==> src/rtl/vrf_port_arbiter.sv <==
// ---------------------------------------------------------------------------
// vrf_port_arbiter
//
// Purpose: merges two vector operand-read ports and one writeback port onto
// the single-port vector register file RAM. At most one access is granted
// per cycle. Read data returns to the issuing port one cycle after its grant.
//
// Ports:
//   clk_i, rst_ni                  clock, asynchronous active-low reset
//   rd0_* / rd1_*                  read ports: req/addr in, gnt/rvalid/rdata out
//   wr_*                           write port: req/addr/wdata in, gnt out
//   mem_req_o/we_o/addr_o/wdata_o  RAM request side (combinational)
//   mem_rdata_i                    RAM read data, valid the cycle after a read
//
// Handshake (all three request ports): a requester raises req with its
// address (and data for writes) and holds them stable until gnt is seen
// high; the transfer happens in the cycle where req && gnt. Dropping req
// before gnt is not allowed.
//
// Optional feature: define VRF_ARB_STARVE_GUARD_EN to enable the write-streak
// guard. After MaxWrStreak consecutive write grants with a read waiting, one
// read is granted ahead of the write. Without the macro, writes always win.
// ---------------------------------------------------------------------------
module vrf_port_arbiter #(
    parameter int Width       = 128,
    parameter int Depth       = 32,
    parameter int MaxWrStreak = 4,
    parameter int AW          = $clog2(Depth)
) (
    input  logic             clk_i,
    input  logic             rst_ni,
    input  logic             rd0_req_i,
    input  logic [AW-1:0]    rd0_addr_i,
    output logic             rd0_gnt_o,
    output logic             rd0_rvalid_o,
    output logic [Width-1:0] rd0_rdata_o,
    input  logic             rd1_req_i,
    input  logic [AW-1:0]    rd1_addr_i,
    output logic             rd1_gnt_o,
    output logic             rd1_rvalid_o,
    output logic [Width-1:0] rd1_rdata_o,
    input  logic             wr_req_i,
    input  logic [AW-1:0]    wr_addr_i,
    input  logic [Width-1:0] wr_wdata_i,
    output logic             wr_gnt_o,
    output logic             mem_req_o,
    output logic             mem_we_o,
    output logic [AW-1:0]    mem_addr_o,
    output logic [Width-1:0] mem_wdata_o,
    input  logic [Width-1:0] mem_rdata_i
);

    // rr_q names the preferred read port when both reads contend.
    logic       rr_q, rr_d;
    // rv_q remembers which read port was granted last cycle.
    logic [1:0] rv_q, rv_d;

    logic rd_pend;
    logic force_rd;
    logic rd0_gnt, rd1_gnt, wr_gnt;

    assign rd_pend = rd0_req_i | rd1_req_i;

`ifdef VRF_ARB_STARVE_GUARD_EN
    localparam int              WsW   = $clog2(MaxWrStreak + 1);
    localparam logic [WsW-1:0]  WsMax = WsW'(MaxWrStreak);

    logic [WsW-1:0] ws_q, ws_d;

    // A full streak with a read waiting hands the next grant to the reads.
    assign force_rd = rd_pend && (ws_q == WsMax);

    always_comb begin
        ws_d = ws_q;
        if (rd0_gnt || rd1_gnt || !rd_pend) begin
            ws_d = '0;
        end else if (wr_gnt && (ws_q != WsMax)) begin
            ws_d = ws_q + WsW'(1);
        end
    end

    always_ff @(posedge clk_i or negedge rst_ni) begin
        if (!rst_ni) begin
            ws_q <= '0;
        end else begin
            ws_q <= ws_d;
        end
    end
`else
    // The streak limit has no effect when writes always have priority.
    logic [31:0] unused_max_wr_streak;
    assign unused_max_wr_streak = MaxWrStreak;
    assign force_rd             = 1'b0;
`endif

    // Grant selection. Grants are forced low while reset is asserted so that
    // every output is quiet regardless of the request inputs.
    always_comb begin
        wr_gnt  = 1'b0;
        rd0_gnt = 1'b0;
        rd1_gnt = 1'b0;
        if (rst_ni) begin
            if (wr_req_i && !force_rd) begin
                wr_gnt = 1'b1;
            end else if (rd0_req_i && rd1_req_i) begin
                rd0_gnt = ~rr_q;
                rd1_gnt = rr_q;
            end else begin
                rd0_gnt = rd0_req_i;
                rd1_gnt = rd1_req_i;
            end
        end
    end

    // Winner drives the RAM; idle cycles present zeros.
    always_comb begin
        mem_addr_o  = '0;
        mem_wdata_o = '0;
        if (wr_gnt) begin
            mem_addr_o  = wr_addr_i;
            mem_wdata_o = wr_wdata_i;
        end else if (rd0_gnt) begin
            mem_addr_o = rd0_addr_i;
        end else if (rd1_gnt) begin
            mem_addr_o = rd1_addr_i;
        end
    end

    // The preference moves to the port that was not just served; write
    // grants and idle cycles leave it alone.
    always_comb begin
        rr_d = rr_q;
        if (rd0_gnt) begin
            rr_d = 1'b1;
        end else if (rd1_gnt) begin
            rr_d = 1'b0;
        end
    end

    assign rv_d = {rd1_gnt, rd0_gnt};

    always_ff @(posedge clk_i or negedge rst_ni) begin
        if (!rst_ni) begin
            rr_q <= 1'b0;
            rv_q <= 2'b00;
        end else begin
            rr_q <= rr_d;
            rv_q <= rv_d;
        end
    end

    assign rd0_gnt_o = rd0_gnt;
    assign rd1_gnt_o = rd1_gnt;
    assign wr_gnt_o  = wr_gnt;
    assign mem_req_o = rd0_gnt | rd1_gnt | wr_gnt;
    assign mem_we_o  = wr_gnt;

    assign rd0_rvalid_o = rv_q[0];
    assign rd1_rvalid_o = rv_q[1];
    assign rd0_rdata_o  = rv_q[0] ? mem_rdata_i : '0;
    assign rd1_rdata_o  = rv_q[1] ? mem_rdata_i : '0;

endmodule

==> config.mk <==
export PLATFORM = sky130hd
export DESIGN_NAME = vrf_port_arbiter
export DESIGN_NICKNAME = d
export VERILOG_FILES = /design/src/rtl/vrf_port_arbiter.sv
export SDC_FILE = /design/constraint.sdc
export NUM_CORES = 1
export LEC_CHECK = 0
export BUFFER_PORTS_ARGS = -buffer_cell sky130_fd_sc_hd__buf_2
export CAP_MARGIN = 20
export CELL_PAD_IN_SITES_DETAIL_PLACEMENT = 0
export CELL_PAD_IN_SITES_GLOBAL_PLACEMENT = 1
export CORE_AREA = 2 2 260 262
export DETAILED_ROUTE_END_ITERATION = 12
export DIE_AREA = 0 0 262 264
export HOLD_SLACK_MARGIN = 0.1
export PLACE_DENSITY_LB_ADDON = 0.1
export SYNTH_ARGS = -nofsm -noshare
export SYNTH_HDL_FRONTEND = slang
export SYNTH_SLANG_ARGS = --single-unit
export TNS_END_PERCENT = 20
==> constraint.sdc <==
create_clock -name clk_i -period 1.59 [get_ports clk_i]
set_clock_uncertainty 0.2 [all_clocks]
set_input_delay 0.0795 -clock clk_i [delete_from_list [all_inputs] [get_ports clk_i]]
set_output_delay 0.0795 -clock clk_i [all_outputs]
set_load 0.02 [all_outputs]
# Word level (Yosys, flattened, before mapping)
# Cells that the tools add are included.
[totals]
wordCells = 23
input_bits = 276
output_inout_bits = 396
register_bits = 3
[op_classes]
n_mux = 16
n_reduce_logical = 2
bitwise = 3
[ops]
columns = ["cell", "count"]
rows = [
  ["128-bit 2-to-1 mux", 3],
  ["5-bit 2-to-1 mux", 3],
  ["1-bit 2-to-1 mux", 10],
  ["1-bit OR", 2],
  ["2-bit nonzero test", 1],
  ["1-bit logical AND", 1],
  ["1-bit inverter", 1],
]

# Depth between registers and ports, before layout
# Gate-level depths: netlist of run 1.
[depth]
depth_word = 7
mapped_depth = 5
depth_no_buf = 3

# Worst setup path after synthesis of run 1
# OpenSTA, ideal clock, no wires.
[synth_timing]
kind = "register to output"
from = "reg rr_q"
to = "out mem_addr_o[0]"
path_slack_ps = 82
stages_incl_launch_ff = 5
arrival_time_ps = 1228
path_cell_list = "dfrtp_1 > nand2b_1 > and3_1 > buf_2 > a221o_1"
[synth_via]
elab_chain_len = 6
word_cells_on_any_way = 10
classes_between = "9 x mux; 1 x bitwise"
[synth_lines]
columns = ["item", "line_no", "text"]
rows = [
  ["start, declared", "54", "logic rr_q, rr_d;"],
  ["start signal, assigned", "147", "rr_q <= rr_d;"],
  ["1-bit 2-to-1 mux", "105", "end else if (rd0_req_i && rd1_req_i) begin"],
  ["1-bit 2-to-1 mux", "103", "if (wr_req_i && !force_rd) begin"],
  ["1-bit 2-to-1 mux", "102", "if (rst_ni) begin"],
  ["named net rd1_gnt_o", "39", "output logic rd1_gnt_o,"],
  ["5-bit 2-to-1 mux", "124", "end else if (rd1_gnt) begin"],
  ["5-bit 2-to-1 mux", "122", "end else if (rd0_gnt) begin"],
  ["5-bit 2-to-1 mux", "119", "if (wr_gnt) begin"],
  ["end, declared", "48", "output logic [AW-1:0] mem_addr_o,"],
]
# The timed path passes the listed nets, and every way through them passes these cells.

# Worst setup path in the final report of run 1
[layout_timing]
from = "reg rv_q[1]"
to = "out rd1_rdata_o[9]"
[layout_via]
elab_chain_len = 1
[layout_lines]
columns = ["item", "line_no", "text"]
rows = [
  ["start, declared", "56", "logic [1:0] rv_q, rv_d;"],
  ["start signal, assigned", "148", "rv_q <= rv_d;"],
  ["128-bit 2-to-1 mux", "161", "assign rd1_rdata_o = rv_q[1] ? mem_rdata_i : '0;"],
  ["end, declared", "41", "output logic [Width-1:0] rd1_rdata_o,"],
]
# Every way passes these cells.

==> results.json, run 1 <==
{
  "cts.sinks": 3,
  "synth_cells": 467,
  "grt_max_degree": 109,
  "path_max_fanout": 8,
  "fp-row-count": 95,
  "pre_cts_slack_ns": 0.0320,
  "drt_iter0_drc": 98,
  "grt_pass1_wl_mm": 42.5,
  "violations": "negative setup slack",
  "max-cap-violations": 0,
  "tightest_slew_ns": 0.431,
  "hold_viol_final": 0,
  "place_area_um2": 7350,
  "worst-endpoint-arrival_ns": 1.46,
  "die_h_um": 264,
  "reg2reg_depth": 4,
  "drive_gt1_share_pct": 74.4,
  "synthDistinctLibCells": 15,
  "dieArea_um2": 69200,
  "cts_buffers": 3,
  "final_area_um2": 9110,
  "ant_nets": 0,
  "setup.worst_path.end_class": "primary output",
  "layout.cells.non_filler": 2002,
  "fillers": 7782,
  "grt_usage_pct": 8.57,
  "syn2layout_area_growth_pct": 216,
  "routed_wl_mm": 35.4,
  "dpl.hpwl_mm": 27.9,
  "ys_ff_latch": 3,
  "dieWidth_um": 262,
  "cts_root_buffer": "clkbuf_16",
  "clockBufferDepth": 2,
  "hold_depth": 3,
  "max-vdd-ir-drop_mv": 0.231,
  "rsz0062_at_grt": "true",
  "coreArea_um2": 66600,
  "vias": 5911,
  "h-tree-depth": 1,
  "start_kind": "register",
  "io_pins": 672,
  "via_per_inst": 2.95,
  "drc_errors": 0,
  "worstSetupPathType": "reg2out",
  "ys_seq_area_share_pct": 2.61,
  "final_common_cell": "buf_2",
  "start_util_pct": 4.33,
  "min_period_ns": 1.73,
  "period_share_pct": 109,
  "cts_tree": "built",
  "synth_nets": 743,
  "netlist_area_um2": 2880,
  "syn_avg_cell_area_um2": 6.17,
  "fmax_mhz": 576,
  "p_leak_nw": 5.44,
  "finalSetupViolations": 236,
  "hp-class": "in2reg",
  "layout_common_cells": "buf_2 (524), and2_1 (140), and3_1 (133), buf_6 (133), and2_4 (117)",
  "status": "complete, but fails checks",
  "grt_pass1_vias": 5742,
  "cp.required_ns": 1.31,
  "clkSlewWorstSetupHoldPaths_ns": 0.03,
  "io_buffers": 671,
  "p_per_area_nw_per_um2": 283,
  "wl_per_cell_um": 17.7,
  "antenna_found_initial": 9,
  "slew_violations": 0,
  "place.gp.congestion": 0.720,
  "nets": 1403,
  "worst_hold_slack_ns": 0.173,
  "grt-ovfl-total": 0,
  "maxSlewHeadroom_pct": 71.2,
  "drt_first_pass_iters": 4,
  "ys_warn_count": 0,
  "clk_latency_ns": 0.22,
  "setup_ws_ns": -0.145,
  "place_inst": 1970
}
[path summary, 6_finish.rpt]
| check | from | end | slack, ns |
|---|---|---|---|
| worst max-delay path | rv_q[1]$_DFF_PN0_ | rd1_rdata_o[9] | -0.14 |
| worst min-delay path | rd1_req_i | rv_q[1]$_DFF_PN0_ | 0.17 |
| worst max register to register | rr_q$_DFFE_PN0P_ | rr_q$_DFFE_PN0P_ | 0.03 |
| worst min register to register | rr_q$_DFFE_PN0P_ | rv_q[1]$_DFF_PN0_ | 0.64 |
| max in group asynchronous | rst_ni | rr_q$_DFFE_PN0P_ | 0.63 |
| min in group asynchronous | rst_ni | rv_q[1]$_DFF_PN0_ | 0.24 |
[synth_stat cells]
library cell | n | share of area, %
and2_1 | 257 | 56
and3_1 | 134 | 29
clkbuf_1 | 54 | 7.0
a221o_1 | 5 | 1.7
buf_2 | 3 | 0.52
dfrtp_1 | 3 | 2.6
buf_4 | 2 | 0.52
buf_6 | 2 | 0.78
a21oi_1 | 1 | 0.17
a31oi_1 | 1 | 0.22
and3_4 | 1 | 0.39
nand2_1 | 1 | 0.13
nand2b_1 | 1 | 0.22
nor2b_4 | 1 | 0.48
o31a_1 | 1 | 0.30
[flip-flops by register name, summed over array words and instances (netlist names)]
signal	count
rv_q	2
rr_q	1
[cell families (layout without fill, tap and decap cells)]
family	count (synthesis)	in the layout	synth area share [%]
buf+inv	61	720	8.86
other cells	0	3	0
simple gates	395	395	86.1
flops	3	3	2.61
compound gates	8	8	2.43
[layer usage]
layer / routed length [µm] / GRT usage, % / vias up
met1: 10700 / 6.98 / 2660
met5: 43 / 0 / -
met4: 104 / 0.550 / 8
met3: 3530 / 3.08 / 16
li1: - / - / 2838
met2: 21000 / 19.2 / 389
[power by group]
| part | switching, mW | leakage, nW | internal [mW] | total (mW) |
|---|---|---|---|---|
| logic | 1.10 | 5.36 | 0.983 | 2.09 |
| registers | 0.00890 | 0.0347 | 0.0869 | 0.0958 |
| clock network | 0.0698 | 0.0382 | 0.331 | 0.401 |
| total | 1.18 | 5.44 | 1.40 | 2.58 |
[final cells by class]
cell class	instances	area (µm²)	area share, %
multi-input cells	403	2850	31.3
repair buffers	716	5000	54.9
flip-flops and latches	3	82.6	0.906
clock buffers	4	78.8	0.865
diodes	3	7.51	0.0824
well taps	873	1090	12.0
[worst max-delay path, cell delays in order, from the launching register on]
cell and delay (ns):
dfrtp_4 0.49, buf_12 0.16, buf_12 0.15, buf_16 0.15
and2_4 0.14, buf_6 0.12
[what timing repair did]
action / CTS / global route
hold buffers: 3 / 0
setup buffers: 8 / 4
endpoints found under the hold margin: 4 / 0
endpoints found under the setup margin: 242 / 255
cloned: 3 / 10
resized for setup: 241 / 181
pin swaps: 20 / 19
[through the flow]
step | total power, mW | TNS, ns | util, %
floorplan | 0.906 | 0 | -
global route | 2.77 | -28.25 | 13.7
global placement | 1.85 | 0 | 11.0
CTS | 2.46 | -17.59 | 12.5
finish | 2.58 | -20.23 | 13.7
detailed placement | 1.83 | 0 | 11.0
No activity file was read; power rests on OpenSTA's default activity.
==> run 2: changes to the inputs <==
Settings changed: ABC_AREA set to 1, CORE_AREA 2 2 260 262 to 2 2 259 261, DIE_AREA 0 0 262 264 to 0 0 261 263, RECOVER_POWER set to 50.
==> run 2 against run 1 <==
Effect of this change: the run still ends with negative setup slack left; fmax increased by 5.8%; sequential share of layout area grew 0.054 points; synthesized area increased by 19%; via count rose by 18%; sequential power decreased by 4.2%; combinational power decreased by 12%; clock power about the same; worst setup slack better by 0.096 ns; register-to-register slack improved by 0.46 ns; sequential cell count did not move; critical path type unchanged; largest power group unchanged.
==> results.json, run 2 <==
{
  "status": "complete, but fails checks",
  "violations": "negative setup slack",
  "synth_cells": 851,
  "dieArea_um2": 68600,
  "drt_first_pass_iters": 4,
  "largest_reg_flops": 2,
  "place_inst": 2364,
  "grt_pass1_vias": 6845,
  "drc_errors": 0,
  "ys.flop_type": "dfrtp_1",
  "finalSetupViolations": 96,
  "grt_usage_pct": 9.26,
  "grt_max_degree": 60,
  "synthDistinctLibCells": 12,
  "holdPathEnd": "rv_q[1]$_DFF_PN0_",
  "syn2layout_area_growth_pct": 151,
  "cts_hold_buf": 3,
  "drt_iter0_drc": 150,
  "ys_seq_area_share_pct": 2.19,
  "setup_ws_ns": -0.0491,
  "ys_ff_latch": 3,
  "maxSlewHeadroom_pct": 68.9,
  "worstSetupPathType": "reg2out",
  "final_util_pct": 13.1,
  "synth.top_cell.area_share_pct": 42.6,
  "reg2reg_depth": 3,
  "largestRegisters": "rv_q x2, rr_q x1",
  "final_common_cell": "buf_2",
  "ant_nets": 0,
  "cts_buffers": 3,
  "worst_hold_slack_ns": 0.0388,
  "pre_cts_slack_ns": 0.167,
  "vias": 6983,
  "max-cap-violations": 0,
  "regToRegEndpoint": "rv_q[0]$_DFF_PN0_",
  "place_area_um2": 7880,
  "reg2reg_from": "rr_q$_DFFE_PN0P_",
  "drive_gt1_share_pct": 44.3,
  "h-tree-depth": 1,
  "reg2reg_slack_ns": 0.49,
  "p_per_area_nw_per_um2": 271,
  "start_kind": "register",
  "worst-endpoint-arrival_ns": 1.36,
  "tightest_slew_ns": 0.467,
  "path_max_fanout": 22,
  "yosysMostFrequentCell": "inv_1",
  "fmax_mhz": 610,
  "fillers": 7987,
  "dieWidth_um": 261,
  "cts_root_buffer": "clkbuf_16",
  "netlist_area_um2": 3420,
  "nets": 1793,
  "dpl.hpwl_mm": 31.2,
  "io_pins": 672,
  "cts.sinks": 3,
  "place.gp.congestion": 0.781,
  "crit_start": "rv_q[1]$_DFF_PN0_",
  "syn_avg_cell_area_um2": 4.02,
  "min_period_ns": 1.64,
  "coreArea_um2": 65600,
  "cp.required_ns": 1.31,
  "routed_wl_mm": 36.0,
  "layout_common_cells": "buf_2 (500), inv_1 (384), nand2_1 (236)",
  "die_h_um": 263,
  "ys_warn_count": 0,
  "synth_nets": 1127,
  "hp-class": "in2reg",
  "fp-row-count": 94,
  "hold_depth": 3,
  "via_per_inst": 2.93,
  "setup.worst_path.end_class": "primary output",
  "grt_pass1_wl_mm": 46.5,
  "ys_async_sr_fraction_pct": 100,
  "hold_viol_final": 0,
  "max-vdd-ir-drop_mv": 0.185,
  "grt-ovfl-total": 0,
  "slew_violations": 0,
  "clockBufferDepth": 2,
  "cts_tree": "built",
  "clkSlewWorstSetupHoldPaths_ns": 0.03,
  "start_util_pct": 5.21,
  "synthTopCellsByCount": "inv_1 (388), nand2_1 (267), nor2_1 (128)",
  "top_register": "rv_q",
  "rsz0062_at_grt": "true",
  "hp-start": "rd1_req_i",
  "p_leak_nw": 7.03,
  "period_share_pct": 103,
  "yosys-top-cells-area": "inv_1 (43%), nand2_1 (29%), nor2_1 (14%), buf_2 (4.5%), buf_6 (3.3%)",
  "synth_edf_count": 0,
  "clk_latency_ns": 0.22,
  "antenna_found_initial": 15,
  "wl_per_cell_um": 15.1,
  "synth_top_area_cell": "inv_1",
  "io_buffers": 671,
  "final_area_um2": 8600,
  "layout.cells.non_filler": 2382
}
run 2: cell count changes after synthesis, sizes merged, moves of 10 or more:
cell	previous run	this run
inv	0	388
nand2	1	267
and2	257	0
and3	135	0
nor2	0	129
clkbuf	54	1
buf	7	44
nand4	0	10
run 2: worst max-delay path, cell delays in order (launching register included):
cell and delay [ns]:
dfrtp_4 0.51, buf_12 0.17, buf_16 0.17, nand2_1 0.06
inv_1 0.05, buf_4 0.15
run 2: area by class of cell:
| class | instances | area, µm² | share of cell area [%] |
|---|---|---|---|
| flip-flops and latches | 3 | 82.6 | 0.960 |
| inverters | 388 | 1460 | 16.9 |
| well taps | 864 | 1080 | 12.6 |
| diodes | 2 | 5.00 | 0.0582 |
| multi-input cells | 415 | 1690 | 19.7 |
| repair buffers | 706 | 4210 | 48.9 |
| clock buffers | 4 | 78.8 | 0.916 |
run 2: cell families after synthesis:
logic type | after synthesis | synth area share, %
and+or+nand+nor | 414 | 46.5
DFF | 3 | 2.19
AOI/OAI and AO/OA | 1 | 0.146
buffers and inverters | 433 | 51.2
run 2: worst max path at each step:
stage / endpoint / slack, ns / depth (start not counted)
finish: rd1_rdata_o[34] / -0.05 / 5
global route: rd1_rdata_o[15] / -0.1 / 5
CTS: rd1_rdata_o[104] / -0.07 / 4
detailed placement: rd1_rdata_o[34] / 0.17 / 5
global placement: mem_addr_o[2] / 0.15 / 7
floorplan: rd0_rdata_o[108] / 0.27 / 4
run 2: repair_timing:
action / 4_1_cts / 5_1_grt
buffers inserted: 1 / 3
pin swaps: 0 / 2
hold endpoints to repair: 6 / 2
setup endpoints to repair: 171 / 227
gates cloned: 0 / 5
resized for setup: 87 / 110
run 2: per-stage QoR:
| stage | total power, mW | TNS [ns] |
|---|---|---|
| after floorplan | 0.922 | 0 |
| after global placement | 1.89 | 0 |
| after detailed placement | 1.86 | 0 |
| after CTS | 2.32 | -3.28 |
| after global routing | 2.53 | -10.74 |
| final | 2.33 | -1.67 |
run 2: where the power goes:
group	leakage (nW)	switching, mW	internal [mW]
Combinational	6.96	1.14	0.700
Clock	0.0382	0.0669	0.331
Sequential	0.0361	0.00729	0.0845
run 2: routing by layer:
metal | global-route usage [%] | up-vias | share of wire, %
li1 | - | 3490 | -
met1 | 7.07 | 3021 | 30
met2 | 20.6 | 418 | 58
met3 | 3.59 | 38 | 11
met4 | 1.81 | 16 | 1.7
met5 | 0 | - | 0.32
==> run 3: changes to the inputs <==
Settings changed: ABC_AREA 1 to 0, CORE_AREA 2 2 259 261 to 2 2 260 262, DIE_AREA 0 0 261 263 to 0 0 262 264.
==> run 3 against run 2 <==
Effect of this change: die area up 0.76%; combinational power up 12%; cell area up 5.3%; the run still ends with negative setup slack left; critical path depth unchanged; first-iteration DRC count down 31%; largest power group unchanged; non-clock buffer count up 10; critical path type unchanged; worst setup slack worse by 0.095 ns.
==> results.json, run 3 (synthesis gave the netlist of run 1 again) <==
{
  "ant_nets": 0,
  "fillers": 7791,
  "vias": 5913,
  "h-tree-depth": 1,
  "p_per_area_nw_per_um2": 284,
  "grt_pass1_wl_mm": 42.5,
  "comb_power_share_pct": 80.7,
  "min_period_ns": 1.73,
  "slowest_delay_ns": 0.49,
  "cts_buffers": 3,
  "grt_usage_pct": 8.57,
  "via_per_inst": 2.96,
  "final_area_um2": 9060,
  "cp_top_family": "buffers and inverters",
  "final_util_pct": 13.6,
  "largest_reg_flops": 2,
  "die_h_um": 264,
  "m1WireLength_mm": 10.6,
  "status": "complete, but fails checks",
  "path_common_cell": "buf_12",
  "grt_max_degree": 109,
  "worstSetupPathType": "reg2out",
  "drc_errors": 0,
  "violations": "negative setup slack",
  "cp_slowest_cell": "dfrtp_4",
  "clk_latency_ns": 0.22,
  "largestRegisters": "rv_q x2, rr_q x1",
  "finalPower_mw": 2.57,
  "dieArea_um2": 69200,
  "clockBufferDepth": 2,
  "maxSlewHeadroom_pct": 58.4,
  "fmax_mhz": 577,
  "place.gp.congestion": 0.720,
  "tightest_slew_ns": 0.624,
  "grt_pass1_vias": 5742,
  "highest_layer": "met5",
  "start_util_pct": 4.33,
  "io_buffers": 671,
  "drt_iter0_drc": 104,
  "cp.required_ns": 1.31,
  "layout_common_cells": "buf_2 (477), and2_1 (139), buf_6 (134)",
  "layout.cells.non_filler": 2001,
  "hold_viol_final": 0,
  "coreArea_um2": 66600,
  "setup.worst_path.end_class": "primary output",
  "seqPwrFrac_pct": 3.7,
  "grt-ovfl-total": 0,
  "routed_wl_mm": 35.4,
  "slew_violations": 0,
  "max-cap-violations": 0,
  "cts_root_buffer": "clkbuf_16",
  "p_sw_share_pct": 46.0,
  "place_area_um2": 7350,
  "cts.sinks": 3,
  "path_buf_inv": 4,
  "pre_cts_slack_ns": 0.0320,
  "finalSetupViolations": 236,
  "worst_hold_slack_ns": 0.175,
  "drive_gt1_share_pct": 71.5,
  "top_register": "rv_q",
  "place_inst": 1970,
  "p_leak_nw": 5.29,
  "wl_met3_mm": 3.53,
  "max-vdd-ir-drop_mv": 0.230,
  "dieWidth_um": 262,
  "final_common_cell": "buf_2",
  "start_kind": "register",
  "clkSlewWorstSetupHoldPaths_ns": 0.03,
  "p_int_mw": 1.39,
  "switchingPower_mw": 1.18,
  "clkPwrFrac_pct": 15.6,
  "setup_ws_ns": -0.145,
  "worst-endpoint-arrival_ns": 1.46,
  "syn2layout_area_growth_pct": 214,
  "path_max_fanout": 8,
  "cts_tree": "built",
  "rsz0062_at_grt": "true",
  "final.setup.tns_ns": -20.20,
  "wl_per_cell_um": 17.7,
  "hp-class": "in2reg",
  "worstPathCellList": "buf_12 > buf_12 > buf_16 > and2_4 > buf_6",
  "drt_first_pass_iters": 4,
  "dpl.hpwl_mm": 27.9,
  "antenna_found_initial": 9,
  "nets": 1403,
  "wl_met2_mm": 21.1,
  "io_pins": 672,
  "period_share_pct": 109,
  "fp-row-count": 95
}
[run 3: worst reg2reg max path, delay by kind of cell, from the launching register on]
kind | cells | cell delay, ns
AO/OA/AOI/OAI | 2 | 0.15
flip-flops | 1 | 0.37
buffers and inverters | 2 | 0.71
[run 3: final cells by class]
cell class              instances  area, µm²  area share (%)
repair buffers                716       4950            54.6
multi-input cells             403       2850            31.5
well taps                     873       1090            12.1
flip-flops and latches          3       82.6           0.912
clock buffers                   4       78.8           0.870
diodes                          2       5.00          0.0553
[run 3: routing by layer]
metal / global-route usage [%] / up-vias
li1: - / 2835
met1: 6.98 / 2669
met2: 19.2 / 385
met3: 3.08 / 16
met4: 0.550 / 8
met5: 0 / -
[run 3: path summary, 6_finish.rpt]
| check | start | endpoint | slack (ns) | cells after the start |
|---|---|---|---|---|
| worst min-delay path | rd1_req_i | rv_q[1]$_DFF_PN0_ | 0.17 | 3 |
| worst max register to register | rr_q$_DFFE_PN0P_ | rr_q$_DFFE_PN0P_ | 0.04 | 4 |
| worst max-delay path | rv_q[1]$_DFF_PN0_ | rd1_rdata_o[9] | -0.14 | 5 |
| worst min register to register | rr_q$_DFFE_PN0P_ | rv_q[1]$_DFF_PN0_ | 0.65 | 3 |
| min in group asynchronous | rst_ni | rv_q[1]$_DFF_PN0_ | 0.51 | 3 |
| max in group asynchronous | rst_ni | rr_q$_DFFE_PN0P_ | 0.34 | 4 |
[run 3: what timing repair did]
item	4_1_cts	5_1_grt
hold buffers	3	0
setup buffers	8	4
hold endpoints to repair	4	0
endpoints found under the setup margin	242	255
gates cloned	3	10
pin swaps	20	19
gates resized for setup	241	181
[run 3: power by group through the flow]
stage / logic [mW] / registers [mW] / clock network, mW
after floorplan: 0.811 / 0.0949 / 0
after global placement: 1.75 / 0.0993 / 0
after detailed placement: 1.73 / 0.0984 / 0
after CTS: 1.95 / 0.0987 / 0.407
after global routing: 2.24 / 0.0978 / 0.421
final: 2.07 / 0.0958 / 0.400
